$ cat src/rtl/mac_vec.sv
// rtl/mac_vec.sv - multi-lane saturating multiply-accumulate with vector framing
//
// Each accepted beat multiplies LANES data/weight pairs; stage 2 adds the beat
// sum into a saturating accumulator and emits the dot product on 'last'.
//
// Ports:
//   clk        rising-edge clock
//   reset      synchronous, active-high
//   valid      beat present on data/weight/last (no backpressure)
//   last       final beat of the vector, qualified by valid
//   data       LANES x DATA_W, lane i at [i*DATA_W +: DATA_W]
//   weight     LANES x WEIGHT_W, lane i at [i*WEIGHT_W +: WEIGHT_W]
//   out        dot-product result, held until the next result
//   out_valid  one-cycle pulse when out/overflow are new
//   overflow   saturation occurred somewhere in the reported vector
//   busy       partial vector held (accumulated beat or beat in stage 1)
module mac_vec #(
  parameter int LANES    = 4,
  parameter int DATA_W   = 8,
  parameter int WEIGHT_W = 8,
  parameter int ACC_W    = 20,
  parameter int SIGNED   = 0
) (
  input  logic                         clk,
  input  logic                         reset,
  input  logic                         valid,
  input  logic                         last,
  input  logic [LANES*DATA_W-1:0]      data,
  input  logic [LANES*WEIGHT_W-1:0]    weight,
  output logic [ACC_W-1:0]             out,
  output logic                         out_valid,
  output logic                         overflow,
  output logic                         busy
);

  localparam int PW = DATA_W + WEIGHT_W;
  // Beat sum needs ACC_W+clog2(LANES)+1 bits; one more keeps acc+beat_sum exact.
  localparam int SW = ACC_W + $clog2(LANES) + 1;
  localparam int TW = SW + 1;

  localparam logic [ACC_W-1:0] MAX_A = (SIGNED != 0) ? {1'b0, {(ACC_W-1){1'b1}}} : {ACC_W{1'b1}};
  localparam logic [ACC_W-1:0] MIN_A = (SIGNED != 0) ? {1'b1, {(ACC_W-1){1'b0}}} : {ACC_W{1'b0}};
  localparam logic [TW-1:0] ACC_MAX = {{(TW-ACC_W){1'b0}}, MAX_A};
  localparam logic [TW-1:0] ACC_MIN = {{(TW-ACC_W){MIN_A[ACC_W-1]}}, MIN_A};

  logic [PW-1:0] prod_d [LANES];
  logic [PW-1:0] prod_q [LANES];
  logic          s1_valid;
  logic          s1_last;

  logic [ACC_W-1:0] acc;
  logic             acc_active;
  logic             ovf_sticky;

  logic [TW-1:0]    beat_sum;
  logic [TW-1:0]    acc_ext;
  logic [TW-1:0]    total;
  logic [ACC_W-1:0] acc_next;
  logic             sat;

  // Operands are extended to the full product width first; the low PW bits of
  // the product are then exact for both unsigned and two's-complement inputs.
  for (genvar i = 0; i < LANES; i++) begin : g_lane
    logic [DATA_W-1:0]   d_l;
    logic [WEIGHT_W-1:0] w_l;
    logic [PW-1:0]       d_x;
    logic [PW-1:0]       w_x;
    assign d_l = data[i*DATA_W +: DATA_W];
    assign w_l = weight[i*WEIGHT_W +: WEIGHT_W];
    assign d_x = (SIGNED != 0) ? {{WEIGHT_W{d_l[DATA_W-1]}}, d_l} : {{WEIGHT_W{1'b0}}, d_l};
    assign w_x = (SIGNED != 0) ? {{DATA_W{w_l[WEIGHT_W-1]}}, w_l} : {{DATA_W{1'b0}}, w_l};
    assign prod_d[i] = d_x * w_x;
  end

  always_ff @(posedge clk) begin
    if (reset) begin
      s1_valid <= 1'b0;
      s1_last  <= 1'b0;
      for (int i = 0; i < LANES; i++) prod_q[i] <= '0;
    end else begin
      s1_valid <= valid;
      s1_last  <= valid & last;
      if (valid) begin
        for (int i = 0; i < LANES; i++) prod_q[i] <= prod_d[i];
      end
    end
  end

  always_comb begin
    beat_sum = '0;
    for (int i = 0; i < LANES; i++) begin
      if (SIGNED != 0)
        beat_sum = beat_sum + {{(TW-PW){prod_q[i][PW-1]}}, prod_q[i]};
      else
        beat_sum = beat_sum + {{(TW-PW){1'b0}}, prod_q[i]};
    end
    if (SIGNED != 0)
      acc_ext = {{(TW-ACC_W){acc[ACC_W-1]}}, acc};
    else
      acc_ext = {{(TW-ACC_W){1'b0}}, acc};
    total = acc_ext + beat_sum;
    // In unsigned mode total is never negative, so one signed compare serves both modes.
    if ($signed(total) > $signed(ACC_MAX)) begin
      acc_next = MAX_A;
      sat      = 1'b1;
    end else if ($signed(total) < $signed(ACC_MIN)) begin
      acc_next = MIN_A;
      sat      = 1'b1;
    end else begin
      acc_next = total[ACC_W-1:0];
      sat      = 1'b0;
    end
  end

  always_ff @(posedge clk) begin
    if (reset) begin
      acc        <= '0;
      acc_active <= 1'b0;
      ovf_sticky <= 1'b0;
      out        <= '0;
      out_valid  <= 1'b0;
      overflow   <= 1'b0;
    end else begin
      out_valid <= 1'b0;
      if (s1_valid) begin
        if (s1_last) begin
          out        <= acc_next;
          overflow   <= ovf_sticky | sat;
          out_valid  <= 1'b1;
          acc        <= '0;
          ovf_sticky <= 1'b0;
          acc_active <= 1'b0;
        end else begin
          acc        <= acc_next;
          ovf_sticky <= ovf_sticky | sat;
          acc_active <= 1'b1;
        end
      end
    end
  end

  // acc_active is needed because a partial sum can legitimately be zero.
  assign busy = s1_valid | acc_active;

endmodule

$ cat config.mk
export PLATFORM = sky130hd
export DESIGN_NAME = mac_vec
export DESIGN_NICKNAME = d
export VERILOG_FILES = /design/src/rtl/mac_vec.sv
export SDC_FILE = /design/constraint.sdc
export NUM_CORES = 1
export LEC_CHECK = 0
export CAP_MARGIN = 10
export CORE_ASPECT_RATIO = 1.1
export CORE_MARGIN = 2
export CORE_UTILIZATION = 40
export DETAILED_ROUTE_END_ITERATION = 12
export GPL_ROUTABILITY_DRIVEN = 1
export GPL_TIMING_DRIVEN = 0
export HOLD_SLACK_MARGIN = 0.15
export PLACE_DENSITY = 0.63
export SLEW_MARGIN = 15
export SYNTH_ARGS = -nofsm -noshare
export SYNTH_HDL_FRONTEND = slang
export SYNTH_SLANG_ARGS = --single-unit
$ cat constraint.sdc
create_clock -name clk -period 6.9 [get_ports clk]
set_input_delay 1.38 -clock clk [delete_from_list [all_inputs] [get_ports clk]]
set_output_delay 1.38 -clock clk [all_outputs]
set_load 0.005 [all_outputs]
==> impl_summary.md, run 1 <==
Logic synthesis
The number of synthesized flops with an enable pin is 64. After synthesis, the largest area contributor takes up a little over a quarter of total cell area. The simple-gate share of the synthesized area is between 10% and 20%. The synthesized netlist devotes about two fifths of its cell area to adder and majority cells. The leading area contributor after synthesis is sky130_fd_sc_hd__fa_1.

The prevailing post-synth register cell is sky130_fd_sc_hd__edfxtp_1. The synthesized-area fraction occupied by ao, oa, aoi and oai cells is 10.6%. The number of distinct standard cells referenced by the synthesized netlist is 63. In the post-synthesis netlist, the biggest area contributors are sky130_fd_sc_hd__fa_1 (26%), sky130_fd_sc_hd__ha_1 (14%), sky130_fd_sc_hd__edfxtp_1 (13%). In this run the cell area of the synthesized design comes to around 15000 µm². The share of the Yosys chip area taken by registers is around 20%. Each instance of the synthesized netlist takes up on average slightly above 9 µm². The synthesis warning total is 0. After synthesis, the largest family of logic cells by area is adder cells. The async set or reset register ratio after synthesis is 0%. The parity-gate share of the synthesized area counting xor and xnor cells is approximately 2.0%.

The number of nets in the synthesized netlist is 2039. In the synthesized netlist, mux cells make up 0.359% of the area. The cell count after synthesis is roughly 1600.

The register bit total from synthesis is 110.

Clocking
The latest clock arrival within the worst-skew pair is about 0.36 ns. After clock tree synthesis, the setup repair step added 0 buffers. The clock-pin slew reported for the worst setup and hold paths after clock tree synthesis is around 0.070 ns.

The TritonCTS clock tree is built. The number of hold buffers added after CTS was 0. CTS placed an instance of sky130_fd_sc_hd__clkbuf_16 at the clock tree root.

The worst-case clock buffer depth is 2. For this design, the sink count on the clock tree is 110. The H-tree generated during clock tree synthesis spans 3 levels.

TritonCTS created 9 clock buffers. Gates resized during post-CTS repair numbered 0.

Drt
The routed wirelength normalized by instance count is about 15 µm. The top layer used by detailed routing is met4. The number of design-rule violations left by the first detailed-router iteration is 589.

The total met2 wirelength after detailed routing is 15.8 mm. The post-route antenna net violation count is 0. The wire length on met1 is 15.1 mm. The total detailed-routing wirelength is 32.3 mm. The DRC violation count after routing is 0. For this run, the detailed router's first-pass iteration total came to 5. Detailed routing inserted a total of 11000 vias. The number of vias per cell is 4.99. The routed length on met3 is approximately 1.1 mm.

Place
The number of cells after detailed placement is between 2000 and 2500. The standard cell area after detailed placement is around 16000 µm². The setup slack at placement is ~0.60 ns. The wire-length estimate of the detail-placed layout is approximately 27 mm.

In this run the tool buffered the top-level ports with around 90 buffer cells. The final RePlAce weighted congestion is 0.872.

Worst setup path
The terminus of the critical flop-to-flop path is out[17]. For the worst setup path, the data required time is ~7.0 ns. The launch point of the worst reg-to-reg path is prod_q[2][1]. The worst-case register-to-register setup slack is 2.39 ns. The maximum fanout along the worst path is 8. The worst setup path is launched from an input port. The element type at the critical path end is a register. The number of cells on the worst reg-to-reg path is 13. The arrival time at the worst endpoint is a little over 6 ns. The type of the worst setup path is in2reg.

Global routing
The global-route wire length before repair is 55.0 mm. After global routing the overflow that remains totals 0. The largest net degree at the start of global routing is 65. The number of global-route vias before repair is between 10000 and 15000. The number of antenna violations at the first check in global routing is 0.

The total global-route track usage is 18.0%.

Floorplanning
The initial core utilization is roughly two fifths. The die covers approximately 38000 µm². The number of ports placed on the die boundary is 91.

The core region is 36100 µm². The floorplan has 73 rows. Measured along the y axis, the die boundary spans between 200 and 250 µm. The chip width is ~190 µm.

Hold path
In this run the most critical hold path is launched from out[3]. The tightest min-delay check is of the reg2reg type. The worst hold path stage count is 2. The worst hold path terminates at out[3].

Timing
The slack of the critical path is 0.945 ns. Setup violations remaining at the end of the flow were counted as 0. The post-layout minimum cycle time is 5.96 ns. In this run the tightest slew margin relative to its limit is around 43%. The fmax is between 150 and 200 MHz. The post-route clock skew is 0.0111 ns. The number of endpoints with negative hold slack in the final report is 0. Setup repair after global routing left no endpoint under its margin. The accumulated negative setup slack is 0 ns. The total count of max-transition violations in the final report is 0. Final hold analysis gives a worst-case slack of between 0.4 and 0.5 ns. The transition time of the tightest slew-check pin is roughly 0.85 ns. After layout, the worst path uses between 80 and 90% of the clock period.

Power and ir drop
The peak supply drop is between 0.0004 and 0.0005 V. The sequential group share of total power is between 10 and 15%. The share of total power dissipated in the clock network is 8.3%.

The power density normalized to cell area is between 400 and 500 nW/µm². The analysis attributes to cell leakage a power of roughly 7.8 nW. The cell-internal power is between 3 and 4 mW. After layout, the design draws a total of 6.78 mW. The net load switching power is 3.55 mW. The share of power burned in combinational logic is about four fifths.

The proportion of total power due to net switching is between 50% and 60%.

Final layout
The finished layout holds 2204 standard cells, fillers aside. The leading cell type in the layout, fill and taps excluded is sky130_fd_sc_hd__inv_1. The post-route netlist has just over 2% of its cells at a drive strength greater than 1.

In the final design database the tool counted between 2000 and 2500 nets. The cell area after layout is between 15000 and 20000 µm². Cells fill around 46% of the core in the end. The repair_antennas step left the layout with diodes totalling 0. Leaving out fill and tap cells, the most frequent cells in the layout are sky130_fd_sc_hd__inv_1 (345), sky130_fd_sc_hd__fa_1 (191), sky130_fd_sc_hd__ha_1 (167). The signed area change from the synthesized netlist to the final layout is 12.4%.

Flow run
Across the run, the number of max-cap violations was 0.

Run status
The flow ran to the end, and the final reports show no timing, DRC or antenna violations.
[logic make-up (layout without fill, tap and decap cells)]
| family | count (synthesis) | in the layout |
|---|---|---|
| compound gates | 237 | 237 |
| xor+xnor | 34 | 34 |
| flops | 110 | 110 |
| fa+ha+maj | 358 | 358 |
| buf+inv | 371 | 475 |
| mux | 5 | 5 |
| simple gates | 498 | 498 |
[cell type report]
class / instances / area (µm²)
well taps: 487 / 609
flip-flops and latches: 110 / 2840
inverters: 345 / 1290
fillers: 3484 / 19700
repair buffers: 88 / 881
clock buffers: 10 / 229
clock inverters: 6 / 86.3
multi-input cells: 1132 / 10400
plain buffers: 26 / 109
[flip-flops by register name, summed over array words and instances (netlist names)]
| signal | cells |
|---|---|
| out_valid | 1 |
| s1_last | 1 |
| out | 20 |
| acc | 20 |
| ovf_sticky | 1 |
| s1_valid | 1 |
| acc_active | 1 |
| prod_q | 64 |
| overflow | 1 |
[synth_stat cells (21+ instances only)]
| master | instances |
|---|---|
| sky130_fd_sc_hd__nor3_1 | 31 |
| sky130_fd_sc_hd__o21ai_0 | 58 |
| sky130_fd_sc_hd__nor2_1 | 53 |
| sky130_fd_sc_hd__and2_1 | 162 |
| sky130_fd_sc_hd__dfxtp_1 | 46 |
| sky130_fd_sc_hd__a21oi_1 | 52 |
| sky130_fd_sc_hd__edfxtp_1 | 64 |
| sky130_fd_sc_hd__inv_1 | 345 |
| sky130_fd_sc_hd__o21a_1 | 28 |
| sky130_fd_sc_hd__ha_1 | 167 |
| sky130_fd_sc_hd__fa_1 | 191 |
| sky130_fd_sc_hd__clkbuf_1 | 21 |
| sky130_fd_sc_hd__nand2_1 | 163 |
| sky130_fd_sc_hd__xnor2_1 | 21 |
[per-layer routing]
layer | GRT usage (%) | up-vias
met5 | 0 | -
met4 | 3.71 | 0
met3 | 1.32 | 22
li1 | - | 5387
met2 | 30.8 | 221
met1 | 25.1 | 5375
[worst max-delay path, stage by stage]
cell	delay, ns
sky130_fd_sc_hd__clkdlybuf4s50_1	0.57
sky130_fd_sc_hd__and2_1	0.27
sky130_fd_sc_hd__fa_1	0.43
sky130_fd_sc_hd__fa_1	0.49
sky130_fd_sc_hd__inv_1	0.06
sky130_fd_sc_hd__fa_1	0.53
sky130_fd_sc_hd__inv_1	0.05
sky130_fd_sc_hd__fa_1	0.46
sky130_fd_sc_hd__ha_1	0.35
sky130_fd_sc_hd__o21a_1	0.19
sky130_fd_sc_hd__o31a_1	0.13
sky130_fd_sc_hd__o32ai_1	0.51
sky130_fd_sc_hd__o21ai_0	0.19
sky130_fd_sc_hd__nand3_1	0.11
sky130_fd_sc_hd__nor3b_1	0.37
[worst max-delay path by stage]
| stage | from | to | slack (ns) | cells past startpoint |
|---|---|---|---|---|
| floorplan | data[29] | prod_q[3][13] | 1.59 | 16 |
| global placement | data[27] | prod_q[3][15] | 0.65 | 15 |
| detailed placement | weight[26] | prod_q[3][15] | 0.60 | 16 |
| CTS | weight[26] | prod_q[3][15] | 0.96 | 16 |
| global route | weight[26] | prod_q[3][15] | 0.67 | 16 |
| finish | data[27] | prod_q[3][15] | 0.94 | 15 |
[power groups by stage]
stage | clock network [mW] | logic (mW) | registers [mW]
5_1_grt | 0.587 | 5.96 | 0.930
4_1_cts | 0.567 | 5.25 | 0.917
6_report | 0.561 | 5.30 | 0.915
2_1_floorplan | 0 | 3.89 | 0.909
3_5_place_dp | 0 | 5.21 | 0.932
3_3_place_gp | 0 | 5.13 | 0.929
No activity file was read; power rests on OpenSTA's default activity.
==> run 2, diff against run 1 <==
--- a/config.mk
+++ b/config.mk
@@ -14,6 +14,7 @@
 export GPL_TIMING_DRIVEN = 0
 export HOLD_SLACK_MARGIN = 0.15
 export PLACE_DENSITY = 0.63
+export RECOVER_POWER = 50
 export SLEW_MARGIN = 15
 export SYNTH_ARGS = -nofsm -noshare
 export SYNTH_HDL_FRONTEND = slang
==> run 2 against run 1 <==
Against the previous run: the flow now finishes with violations (max-capacitance violations, max-slew violations); maximum frequency is 1.2% lower; first-iteration DRC count fell by 0.51%; die area unchanged; final cell count stayed put; count of clock-buffer cells in the layout unchanged; worst hold slack lost 0.0029 ns; total power decreased by 0.19%; sequential cell count unchanged; non-clock buffer count is the same; critical path depth grew 1; wire length hardly changed; highest routed layer unchanged.
==> impl_summary.md, run 2 (synthesis results as in run 1) <==
Drt
The routed length on met3 was 1.01 mm (was 1.09 mm). The number of design-rule violations left by the first detailed-router iteration was 586 (was 589). The total met2 wirelength after detailed routing is 15.8 mm (about the same). The first-pass detailed-route iteration total came to 5 (unchanged).

The top layer used by detailed routing is met4 (unchanged). The number of vias per cell is 5.00 (was 4.99). The DRC violation count after routing is 0 (unchanged). The post-route antenna net violation count is 0 (unchanged).

The total detailed-routing wirelength is 32.3 mm (about the same). The wire length on met1 is 15.1 mm (about the same). The routed wirelength normalized by instance count was 14.7 µm (about the same). The total via count in the routed design is 11000 (about the same).

Place
The final RePlAce weighted congestion is 0.872 (unchanged). The number of cells after detailed placement is 2188 (unchanged). The number of buffer cells added on primary ports is 88 (unchanged).

The post-detailed-placement half-perimeter wirelength is 27.0 mm (unchanged). The standard cell area after detailed placement is 16100 µm² (unchanged).

Timing
The transition time of the tightest slew-check pin is 4.24 ns (was 0.849 ns). The post-route clock skew was 0.0111 ns (about the same). The share of the cycle needed by the critical path after routing is 87.4% (was 86.3%). Setup repair after global routing missed its margin: no (unchanged).

The accumulated negative setup slack is 0 ns (unchanged). The number of endpoints with negative hold slack in the final report is 0 (unchanged). The total count of max-transition violations in the final report is 65 (was 0). The number of setup violations in the final report is 0 (unchanged).

The post-layout minimum cycle time came to 6.03 ns (was 5.96 ns). The worst-case headroom to the max-slew limit is -183% (was 43.4%). The fmax was 166 MHz (was 168 MHz).

Clocking
The number of sinks handled by clock tree synthesis is 110 (unchanged). The number of instances resized during post-cts repair is 0 (unchanged). The deepest level of the CTS H-tree is 3 (unchanged). The worst-case clock buffer depth is 2 (unchanged).

The number of hold buffers added after cts was 0 (unchanged). The total setup buffers inserted after CTS is 0 (unchanged). The latest clock arrival within the worst-skew pair is 0.36 ns (about the same). The number of buffers created by CTS was 9 (unchanged). The clock-pin slew reported for the worst setup and hold paths after clock tree synthesis was 0.07 ns (about the same). The TritonCTS clock tree is built (unchanged).

The root buffer selected by CTS is sky130_fd_sc_hd__clkbuf_16 (unchanged).

Final layout
The fraction of layout instances using a drive strength above 1 is 1.98% (was 2.04%). The signed area change from the synthesized netlist to the final layout is 12.3% (was 12.4%). The net count reported at finish is 2138 (unchanged). The core occupancy in the finished layout is 45.5% (about the same).

Top flop regs: prod_q x64, acc x20, out x20 (unchanged). The cell area after layout is 16400 µm² (about the same). The final cell count without fillers is 2204 (unchanged). The flip-flop count of the largest register, all copies and words added is 64 (unchanged). The leading cell type in the layout, fill and taps excluded is sky130_fd_sc_hd__inv_1 (unchanged). The antenna diode count is 0 (unchanged). The register ranked first by flip-flop count is prod_q (unchanged). Top library cells by usage in the layout, fill and taps aside: sky130_fd_sc_hd__inv_1 (345), sky130_fd_sc_hd__fa_1 (191), sky130_fd_sc_hd__ha_1 (167) (unchanged).

Floorplanning
The number of ports placed on the die boundary is 91 (unchanged). The initial core utilization is 40.5% (unchanged). The chip width came to 186 µm (unchanged). The die span in y is 205 µm (unchanged).

The row count is 73 (unchanged). The full die area is 38100 µm² (unchanged). The core outline area came to 36100 µm² (unchanged).

Global routing
The global-route wire length before repair is 55.0 mm (unchanged). The number of antenna violations at the first check in global routing came to 0 (unchanged). The total congestion overflow after global routing is 0 (unchanged). The total global-route track usage is 18.0% (unchanged). The number of global-route vias before repair is 11300 (unchanged). The largest net degree at the start of global routing is 65 (unchanged).

Power and ir drop
The power density normalized to cell area came to 412 nW/µm² (was 413 nW/µm²). The leakage power came to 7.82 nW (was 7.75 nW). The peak supply drop is 0.000399 V (was 0.000403 V).

Run status
Outcome: finished, violations left (was finished clean). The final reports fail on max-capacitance violations, max-slew violations.

Flow run
The number of max-cap violations came to 1 (was 0).

Hold path
The worst min-delay path category is reg2reg (unchanged).

Worst setup path
The element type at the critical path start is an input port (unchanged). The arrival time at the worst endpoint is 6.15 ns (was 6.08 ns). The element type at the critical path end was a register (unchanged).

The type of the worst setup path was in2reg (unchanged). The maximum fanout along the worst path was 8 (unchanged). The required time of the worst setup path is 7.02 ns (about the same).
==> run 2: through the flow <==
stage	total power, mW	hold WS (ns)	setup slack, ns
after global routing	7.47	0.466	0.602
after CTS	6.73	0.450	0.959
after floorplan	4.80	0.425	1.59
after global placement	6.06	0.434	0.651
after detailed placement	6.14	0.440	0.595
final	6.76	0.444	0.872
==> run 2: routing by layer <==
metal / vias to the layer above / GRT usage (%)
met4: 0 / 3.71
met3: 24 / 1.32
met2: 211 / 30.8
li1: 5387 / -
met1: 5402 / 25.1
met5: - / 0
==> run 2: worst max-delay path, cell delays in order <==
cell and delay (ns):
sky130_fd_sc_hd__dlygate4sd3_1 0.72, sky130_fd_sc_hd__nand2_1 0.13, sky130_fd_sc_hd__fa_1 0.52, sky130_fd_sc_hd__fa_1 0.55, sky130_fd_sc_hd__inv_1 0.05, sky130_fd_sc_hd__fa_1 0.48, sky130_fd_sc_hd__inv_1 0.05, sky130_fd_sc_hd__fa_1 0.47
sky130_fd_sc_hd__inv_1 0.04, sky130_fd_sc_hd__ha_1 0.31, sky130_fd_sc_hd__o21a_1 0.12, sky130_fd_sc_hd__o31a_1 0.13, sky130_fd_sc_hd__o32ai_1 0.51, sky130_fd_sc_hd__o21ai_0 0.19, sky130_fd_sc_hd__nand3_1 0.11, sky130_fd_sc_hd__nor3b_1 0.37
==> run 2: path summary, 6_finish.rpt <==
check	start	endpoint	slack, ns	cells past startpoint
min	out[3]	out[3]	0.44	2
min reg2reg	out[3]	out[3]	0.44	2
max	weight[26]	prod_q[3][15]	0.87	16
max reg2reg	prod_q[2][1]	out[17]	2.38	13
==> run 2: cell type report <==
type,instances,area (µm²)
sequential,110,2840
multi-input combinational,1132,10400
clock inverter,6,86.3
tap,487,609
fill,3485,19700
buffer,26,109
timing repair buffer,88,881
clock buffer,10,229
inverter,345,1290
==> run 2: where the power goes <==
part	total, mW	switching [mW]	internal [mW]
clock	0.561	0.243	0.318
combinational	5.29	3.24	2.05
sequential	0.916	0.0590	0.857
==> run 3, diff against run 2 <==
--- a/config.mk
+++ b/config.mk
@@ -5,6 +5,7 @@
 export SDC_FILE = /design/constraint.sdc
 export NUM_CORES = 1
 export LEC_CHECK = 0
+export ABC_AREA = 1
 export CAP_MARGIN = 10
 export CORE_ASPECT_RATIO = 1.1
 export CORE_MARGIN = 2
==> run 3 against run 2 <==
Against the previous run: the run still ends with max-capacitance violations, max-slew violations left; worst hold slack gained 0.026 ns; sequential share of layout area grew 0.079 points; core utilization shrank 1.7 points; sequential cell count is the same; count of clock-buffer cells in the layout shrank 1; final cell count grew 14%; total power shrank 4.4%; largest power group unchanged.
==> impl_summary.md, run 3 <==
Drt
The first-pass detailed-route iteration total is 5 (unchanged). The routed wirelength normalized by instance count is 13.2 µm (was 14.7 µm). The post-route antenna net violation count is 0 (unchanged). The number of vias per cell is 4.76 (was 5.00). The total detailed-routing wirelength is 33.3 mm (was 32.3 mm).

The total via count in the routed design came to 12000 (was 11000). The DRC violation count after routing is 0 (unchanged). The number of design-rule violations left by the first detailed-router iteration is 671 (was 586).

Global routing
The number of antenna violations at the first check in global routing was 0 (unchanged). The number of global-route vias before repair is 12100 (was 11300). The total congestion overflow after global routing is 0 (unchanged). The total global-route track usage is 17.7% (was 18.0%). The global-route wire length before repair is 57.5 mm (was 55.0 mm). The largest net degree at the start of global routing is 38 (was 65).

Timing
The slack of the critical path was 1.68 ns (was 0.872 ns). The post-layout minimum cycle time is 5.22 ns (was 6.03 ns). The share of the cycle needed by the critical path after routing was 75.7% (was 87.4%). The post-route clock skew came to 0.0138 ns (was 0.0111 ns). The fmax is 192 MHz (was 166 MHz). Setup repair after global routing missed its margin: no (unchanged).

The number of setup violations in the final report came to 0 (unchanged). The number of endpoints with negative hold slack in the final report is 0 (unchanged). The transition time of the tightest slew-check pin is 2.00 ns (was 4.24 ns). The accumulated negative setup slack is 0 ns (unchanged). The total count of max-transition violations in the final report came to 67 (was 65). The worst-case headroom to the max-slew limit was -33.6% (was -183%).

Final layout
The cell area after layout is 16400 µm² (about the same). The flip-flop count of the largest register, all copies and words added is 64 (unchanged). The register ranked first by flip-flop count is prod_q (unchanged). The leading cell type in the layout, fill and taps excluded is sky130_fd_sc_hd__inv_1 (unchanged).

The signed area change from the synthesized netlist to the final layout is 7.74% (was 12.3%). The fraction of layout instances using a drive strength above 1 is 2.96% (was 1.98%). The net count reported at finish is 2449 (was 2138). Top library cells by usage in the layout, fill and taps aside: sky130_fd_sc_hd__inv_1 (569), sky130_fd_sc_hd__nand2_1 (484), sky130_fd_sc_hd__fa_1 (191) (was sky130_fd_sc_hd__inv_1 (345), sky130_fd_sc_hd__fa_1 (191), sky130_fd_sc_hd__ha_1 (167)). Top flop regs: prod_q x64, acc x20, out x20 (unchanged).

Clocking
The deepest level of the CTS H-tree is 3 (unchanged). The TritonCTS clock tree is built (unchanged). The total setup buffers inserted after CTS is 0 (unchanged). The number of sinks handled by clock tree synthesis is 110 (unchanged). The number of buffers created by CTS is 9 (unchanged). The number of instances resized during post-cts repair was 0 (unchanged).

The clock-pin slew reported for the worst setup and hold paths after clock tree synthesis is 0.08 ns (was 0.07 ns). The root buffer selected by CTS is sky130_fd_sc_hd__clkbuf_16 (unchanged). The worst-case clock buffer depth is 2 (unchanged). The number of hold buffers added after cts is 0 (unchanged). The latest clock arrival within the worst-skew pair is 0.36 ns (about the same).

Run status
Violated checks: max-capacitance violations, max-slew violations (unchanged). Outcome: finished, violations left (unchanged).

Flow run
The number of max-cap violations is 2 (was 1).

Place
The standard cell area after detailed placement is 16100 µm² (about the same). The number of buffer cells added on primary ports is 25 (was 88). The final RePlAce weighted congestion is 0.889 (was 0.872). The post-detailed-placement half-perimeter wirelength was 28.2 mm (was 27.0 mm).

The setup slack at placement is 1.33 ns (was 0.595 ns).

Logic synthesis
The portion of synthesized cell area occupied by the leading cell type is 25.2% (was 26.2%). The post-synthesis area per instance is 7.64 µm² (was 9.06 µm²). Synth area leaders: sky130_fd_sc_hd__fa_1 (25%), sky130_fd_sc_hd__inv_1 (14%), sky130_fd_sc_hd__ha_1 (14%) (was sky130_fd_sc_hd__fa_1 (26%), sky130_fd_sc_hd__ha_1 (14%), sky130_fd_sc_hd__edfxtp_1 (13%)). The part of the Yosys area used for sequential elements is 18.7% (was 19.4%). The number of distinct standard cells referenced by the synthesized netlist came to 38 (was 63). The register bit total from synthesis came to 110 (unchanged).

The cell count after synthesis was 1986 (was 1613). The leading area contributor after synthesis is sky130_fd_sc_hd__fa_1 (unchanged). The prevailing post-synth register cell was sky130_fd_sc_hd__edfxtp_1 (unchanged). The post-synth net total is 2412 (was 2039). The most common cell in the synthesized netlist is sky130_fd_sc_hd__inv_1 (unchanged). The async set or reset register ratio after synthesis is 0% (unchanged). Synth top cells by count: sky130_fd_sc_hd__inv_1 (569), sky130_fd_sc_hd__nand2_1 (484), sky130_fd_sc_hd__fa_1 (191) (was sky130_fd_sc_hd__inv_1 (345), sky130_fd_sc_hd__fa_1 (191), sky130_fd_sc_hd__ha_1 (167)). The post-synth design cell area was 15200 µm² (was 14600 µm²).

The number of synthesized flops with an enable pin is 64 (unchanged). The synthesis warning total is 0 (unchanged).

Worst setup path
The required time of the worst setup path is 7.01 ns (was 7.02 ns). The element type at the critical path start is an input port (unchanged). The type of the worst setup path is in2reg (unchanged).

The arrival time at the worst endpoint was 5.33 ns (was 6.15 ns). The element type at the critical path end was a register (unchanged). The maximum fanout along the worst path came to 8 (unchanged). The worst-case register-to-register setup slack is 3.02 ns (was 2.38 ns).

Floorplanning
The initial core utilization is 40.7% (was 40.5%). The core outline area is 37300 µm² (was 36100 µm²). The row count came to 74 (was 73). The die span in y is 208 µm (was 205 µm). The number of ports placed on the die boundary was 91 (unchanged). The full die area was 39500 µm² (was 38100 µm²). The chip width is 190 µm (was 186 µm).

Power and ir drop
The power density normalized to cell area is 396 nW/µm² (was 412 nW/µm²). The leakage power came to 9.36 nW (was 7.82 nW). The peak supply drop is 0.000496 V (was 0.000399 V). The total design power came to 6.47 mW (was 6.76 mW).

Hold path
The worst min-delay path category is reg2reg (unchanged).
==> run 3: cell types whose count changed after synthesis, sizes merged, moves of 23 or more <==
cell,before,now
inv,345,570
o21a,28,3
nand3,17,40
clkbuf,22,75
a21oi,53,109
nand2,163,497
nor2,53,76
and2,162,1
==> run 3: through the flow <==
step                util, %  cells  hold slack, ns
floorplan                 -   1986           0.428
global placement       43.0   2505           0.438
detailed placement     43.1   2506           0.451
CTS                    43.9   2522           0.473
global route           43.8   2522           0.496
finish                 43.8   2523           0.470
==> run 3: cell families after synthesis <==
kind of cell | after synthesis | share of synthesized area (%)
xor gates and xnor gates | 14 | 0.808
adders and majority gates | 358 | 39.0
and+or+nand+nor | 647 | 17.5
DFF | 110 | 18.7
AOI/OAI and AO/OA | 204 | 7.63
buffers and inverters | 653 | 16.4
==> run 3: path summary, 6_finish.rpt <==
path | depth (start not counted) | from | to
worst max-delay path | 17 | weight[2] | prod_q[0][11]
worst min-delay path | 1 | acc_active | acc_active
worst max register to register | 17 | acc[15] | acc[8]
worst min register to register | 1 | acc_active | acc_active
==> run 3: metal layers <==
metal	share of wire (%)	up-vias	global-route usage (%)
li1	-	5960	-
met3	3.5	20	1.67
met5	0	-	0
met2	49	230	30.7
met1	46	5799	24.4
met4	1.4	0	3.21
==> run 3: critical path: stages <==
cell and delay (ns):
sky130_fd_sc_hd__clkbuf_1 0.34, sky130_fd_sc_hd__nand2_1 0.15, sky130_fd_sc_hd__fa_1 0.53, sky130_fd_sc_hd__fa_1 0.55, sky130_fd_sc_hd__inv_1 0.05, sky130_fd_sc_hd__fa_1 0.47
sky130_fd_sc_hd__inv_1 0.05, sky130_fd_sc_hd__fa_1 0.48, sky130_fd_sc_hd__inv_1 0.05, sky130_fd_sc_hd__ha_1 0.34, sky130_fd_sc_hd__nand2_1 0.12, sky130_fd_sc_hd__o21ai_0 0.32
sky130_fd_sc_hd__nor2_1 0.07, sky130_fd_sc_hd__nor2_1 0.13, sky130_fd_sc_hd__o21ai_0 0.12, sky130_fd_sc_hd__a21oi_1 0.14, sky130_fd_sc_hd__nor2_1 0.06
==> run 3: final cells by class <==
cell class / instances / area (µm²)
Clock buffer: 9 / 225
Multi-Input combinational cell: 1223 / 9850
Timing Repair Buffer: 26 / 254
Sequential cell: 110 / 2840
Buffer: 83 / 347
Antenna cell: 1 / 2.50
Clock inverter: 7 / 75.1
Tap cell: 494 / 618
Inverter: 570 / 2140
Fill cell: 3792 / 21000
==> run 3: power by group <==
| part | internal [mW] | switching [mW] | leakage (nW) |
|---|---|---|---|
| Combinational | 1.76 | 3.29 | 8.15 |
| Sequential | 0.846 | 0.0555 | 1.06 |
| Clock | 0.257 | 0.264 | 0.149 |
==> RTL change 1: new RTL, config.mk and constraints of run 1 <==
Change the parameter `SIGNED` from 0 to 1.
--- a/src/rtl/mac_vec.sv
+++ b/src/rtl/mac_vec.sv
@@ -19,7 +19,7 @@
   parameter int DATA_W   = 8,
   parameter int WEIGHT_W = 8,
   parameter int ACC_W    = 20,
-  parameter int SIGNED   = 0
+  parameter int SIGNED   = 1
 ) (
   input  logic                         clk,
   input  logic                         reset,
Function: changed (Yosys sat finds a counterexample within 4 cycles, from zero or initial values and one cycle with reset high).
==> RTL change 1 against run 1 <==
  * Setup slack got worse by 0.015 ns
  * Final area rose by 9.1%
  * Sequential cell count did not move
  * Count of clock-buffer cells in the layout fell by 1
  * Routed wire length fell by 0.42%
  * Synthesized area rose by 10%
Power is not shown: default switching activity piles up to over one toggle a cycle in this logic, so the estimate is an artifact.
==> RTL change 1: results (changes against run 1) <==
outcome=completed; Worst path slowest cell=fa_1; syn_area_per_cell=9.663 um^2 (+6.6%); Met1 Wirelength=14700 um (-2.5%); post-synthesis net count=2150 (+5.4%); GRT Total Usage=16.32% (-1.7 points); placer congestion estimate=0.8394 (-3.7%); synth top area cells=fa_1 35%, edfxtp_1 12%, ha_1 11%, inv_1 10%, and2_1 6.4%; Port Buffers=87 (-1.1%); slew at the pin closest to its max-slew limit=0.8061 ns (-0.04317 ns); HPWL Detailed=27950 um (+3.5%); most frequent cells after synthesis=431 x inv_1, 279 x fa_1, 165 x and2_1; post-synthesis cell type count=50 (-21%); met2 wire length=16040 um (+1.6%); placed cells=2267 (+3.6%); sequential area share after synthesis=17.66% (-1.8 points); postcts setup bufs=0 (unchanged); Post-DP Area=0.01764 mm^2 (+9.5%); Post-Route Skew=0.008717 ns (-0.002354 ns); via count=10900 (-0.97%); WP data arrival=6.03 ns (-0.05 ns); filler instances=3822 (+9.7%); DRT Wirelength=32210 um (-0.42%); drt wl/cell=14.11 um (-3.9%); largest net degree at the start of global routing=57 (-12%); first-pass GRT wire length=55740 um (+1.4%); DR iter-0 viols=501 (-15%); worst stage delay on the critical path=0.67 ns (+0.10 ns); met3 routed WL=1125 um (+2.8%); Top FF cell, synth=edfxtp_1; n_diodes=0 (unchanged); share of layout cells above drive strength 1=2.599% (+0.56 points)
-- RTL change 1: layout make-up --
| type | instances | area, um^2 | share of cell area (%) |
|---|---|---|---|
| buffer | 20 | 98.84 | 0.5516 |
| clock buffer | 9 | 225.2 | 1.257 |
| clock inverter | 7 | 55.05 | 0.3072 |
| inverter | 431 | 1618 | 9.027 |
| multi-input combinational | 1105 | 11540 | 64.40 |
| sequential | 110 | 2843 | 15.86 |
| tap | 513 | 641.9 | 3.582 |
| timing repair buffer | 88 | 898.4 | 5.013 |
-- RTL change 1: worst paths after layout --
check                          start                     endpoint  slack (ns)  depth (start not counted)
max                       weight[26]  prod_q[3][15]$_SDFFCE_PN0P_        0.93                         15
min          ovf_sticky$_SDFFE_PP0P_      ovf_sticky$_SDFFE_PP0P_        0.45                          2
max reg2reg      acc[1]$_SDFFE_PP0P_          out[3]$_SDFFE_PP0P_        2.22                         15
min reg2reg  ovf_sticky$_SDFFE_PP0P_      ovf_sticky$_SDFFE_PP0P_        0.45                          2
-- RTL change 1: cells by family after synthesis --
family          share of synthesized area (%)
simple gates                            13.56
xor+xnor                                4.562
buf+inv                                 10.66
flops                                   17.66
compound gates                          7.003
fa+ha+maj                               46.56
-- RTL change 1: metal layers --
| metal | up-vias | track usage [%] |
|---|---|---|
| li1 | 5267 | - |
| met1 | 5441 | 22.37 |
| met2 | 176 | 28.30 |
| met3 | 14 | 1.746 |
| met4 | 0 | 2.824 |
| met5 | - | 0 |
-- RTL change 1: through the flow --
step	worst slack, ns	hold slack [ns]
after floorplan	1.682	0.4250
after global placement	0.5823	0.4345
after detailed placement	0.4957	0.4408
after CTS	0.8722	0.4507
after global routing	0.5929	0.4664
final	0.9301	0.4508
==> RTL change 2: new RTL, settings of run 1 <==
Made on the original files. Make the reset (`reset`) asynchronous in 2 clocked blocks.
--- a/src/rtl/mac_vec.sv
+++ b/src/rtl/mac_vec.sv
@@ -72,7 +72,7 @@
     assign prod_d[i] = d_x * w_x;
   end
 
-  always_ff @(posedge clk) begin
+  always_ff @(posedge clk or posedge reset) begin
     if (reset) begin
       s1_valid <= 1'b0;
       s1_last  <= 1'b0;
@@ -112,7 +112,7 @@
     end
   end
 
-  always_ff @(posedge clk) begin
+  always_ff @(posedge clk or posedge reset) begin
     if (reset) begin
       acc        <= '0;
       acc_active <= 1'b0;
Formal check against the unedited RTL: differs if reset is asserted again (counterexample within 4 cycles, from zero or initial values and one cycle with reset high); with reset held inactive, the same outputs for 4 cycles.
==> RTL change 2 against run 1 <==
  * Synthesized cell count is 1.1% lower
  * Critical endpoint is now prod_q[47]$_DFFE_PP0P_
  * Setup slack improved by 0.14 ns
  * Sequential cell count did not move
  * Synthesized area is 1.6% lower
  * Maximum frequency increased by 2.5%
  * Routed wire length is 2.2% lower
  * Highest routed layer unchanged
  * Final area shrank 1.6%
Power is not shown: default switching activity piles up to over one toggle a cycle in this logic, so the estimate is an artifact.
==> RTL change 2: results (changes against run 1) <==
post-synthesis net count=2022 (-0.83%); Final Non-Filler Cells=2181 (-1.0%); largest net degree at the start of global routing=64 (-1.5%); Final Core Density=45.78% (+0.24 points); Reg2Reg Launch Point=prod_q[17]$_DFFE_PP0P_; Mapped Cells=1596 (-1.1%); number of global-route vias before repair=11270 (-0.19%); critical path startpoint=data[11]; GRT Total Usage=17.99% (-0.029 points); routed vias/inst=4.934 (-1.2%); HPWL Detailed=26530 um (-1.7%); Top FF cell, synth=dfrtp_1; filler instances=3517 (+0.95%); Post-Route Skew=0.005870 ns (-0.005202 ns); worst hold endpoint=overflow$_DFFE_PP0P_; outcome=completed; period utilization=84.22% (-2.1 points); Post-synth ARST share=100.0% (+100 points); first-pass GRT wire length=54990 um (about the same); tap cell count=481 (-1.2%); FF/Latch Area=0.002753 mm^2 (-3.2%); ClkCell Share=1.594% (-0.32 points); max_slew headroom=44.44% (+1.1 points); WP data arrival=6.02 ns (-0.06 ns); hold slack=0.4642 ns (+0.01704 ns); final net count=2122 (-0.75%); share of layout cells above drive strength 1=2.235% (+0.20 points); clock buffers=11 (+1); multi-input gates=1116 (-1.4%); DR iter-0 viols=530 (-10%); inverters=340 (-1.4%); Placement Setup Slack=0.7221 ns (+0.1270 ns); drt wl/cell=14.50 um (-1.2%); Non-CTS buffers=119 (+4.4%); sequential area share after synthesis=19.13% (-0.32 points)
## RTL change 2: changes by cell type in the layout (fill, tap and decap cells not counted), moves of 15 or more
cell | run 1 | this run
dfxtp_1 | 46 | 0
o21a_1 | 28 | 12
dfrtp_1 | 0 | 110
xnor2_1 | 21 | 40
nor3_1 | 31 | 13
o21ai_1 | 16 | 1
edfxtp_1 | 64 | 0
and2_1 | 162 | 146
o21ai_0 | 58 | 85
## RTL change 2: routing by layer
layer  track usage, %  vias to the layer above  wire, um
li1                 -                     5213         -
met2            31.30                      174     15800
met4            3.061                        0       422
met1            24.62                     5351     14520
met5                0                        -         0
met3            1.722                       24       887
## RTL change 2: cells by family (layout without fill, tap and decap cells)
group                    after synthesis  in the layout  synth area share [%]
AO/OA/AOI/OAI                        242            242                 10.47
XOR/XNOR                              52             52                 3.164
multiplexers                          19             19                 1.417
adder cells (fa/ha/maj)              358            358                 41.08
flip-flops                           110            110                 19.13
buffers and inverters                370            474                 9.693
AND/OR/NAND/NOR                      445            445                 15.05
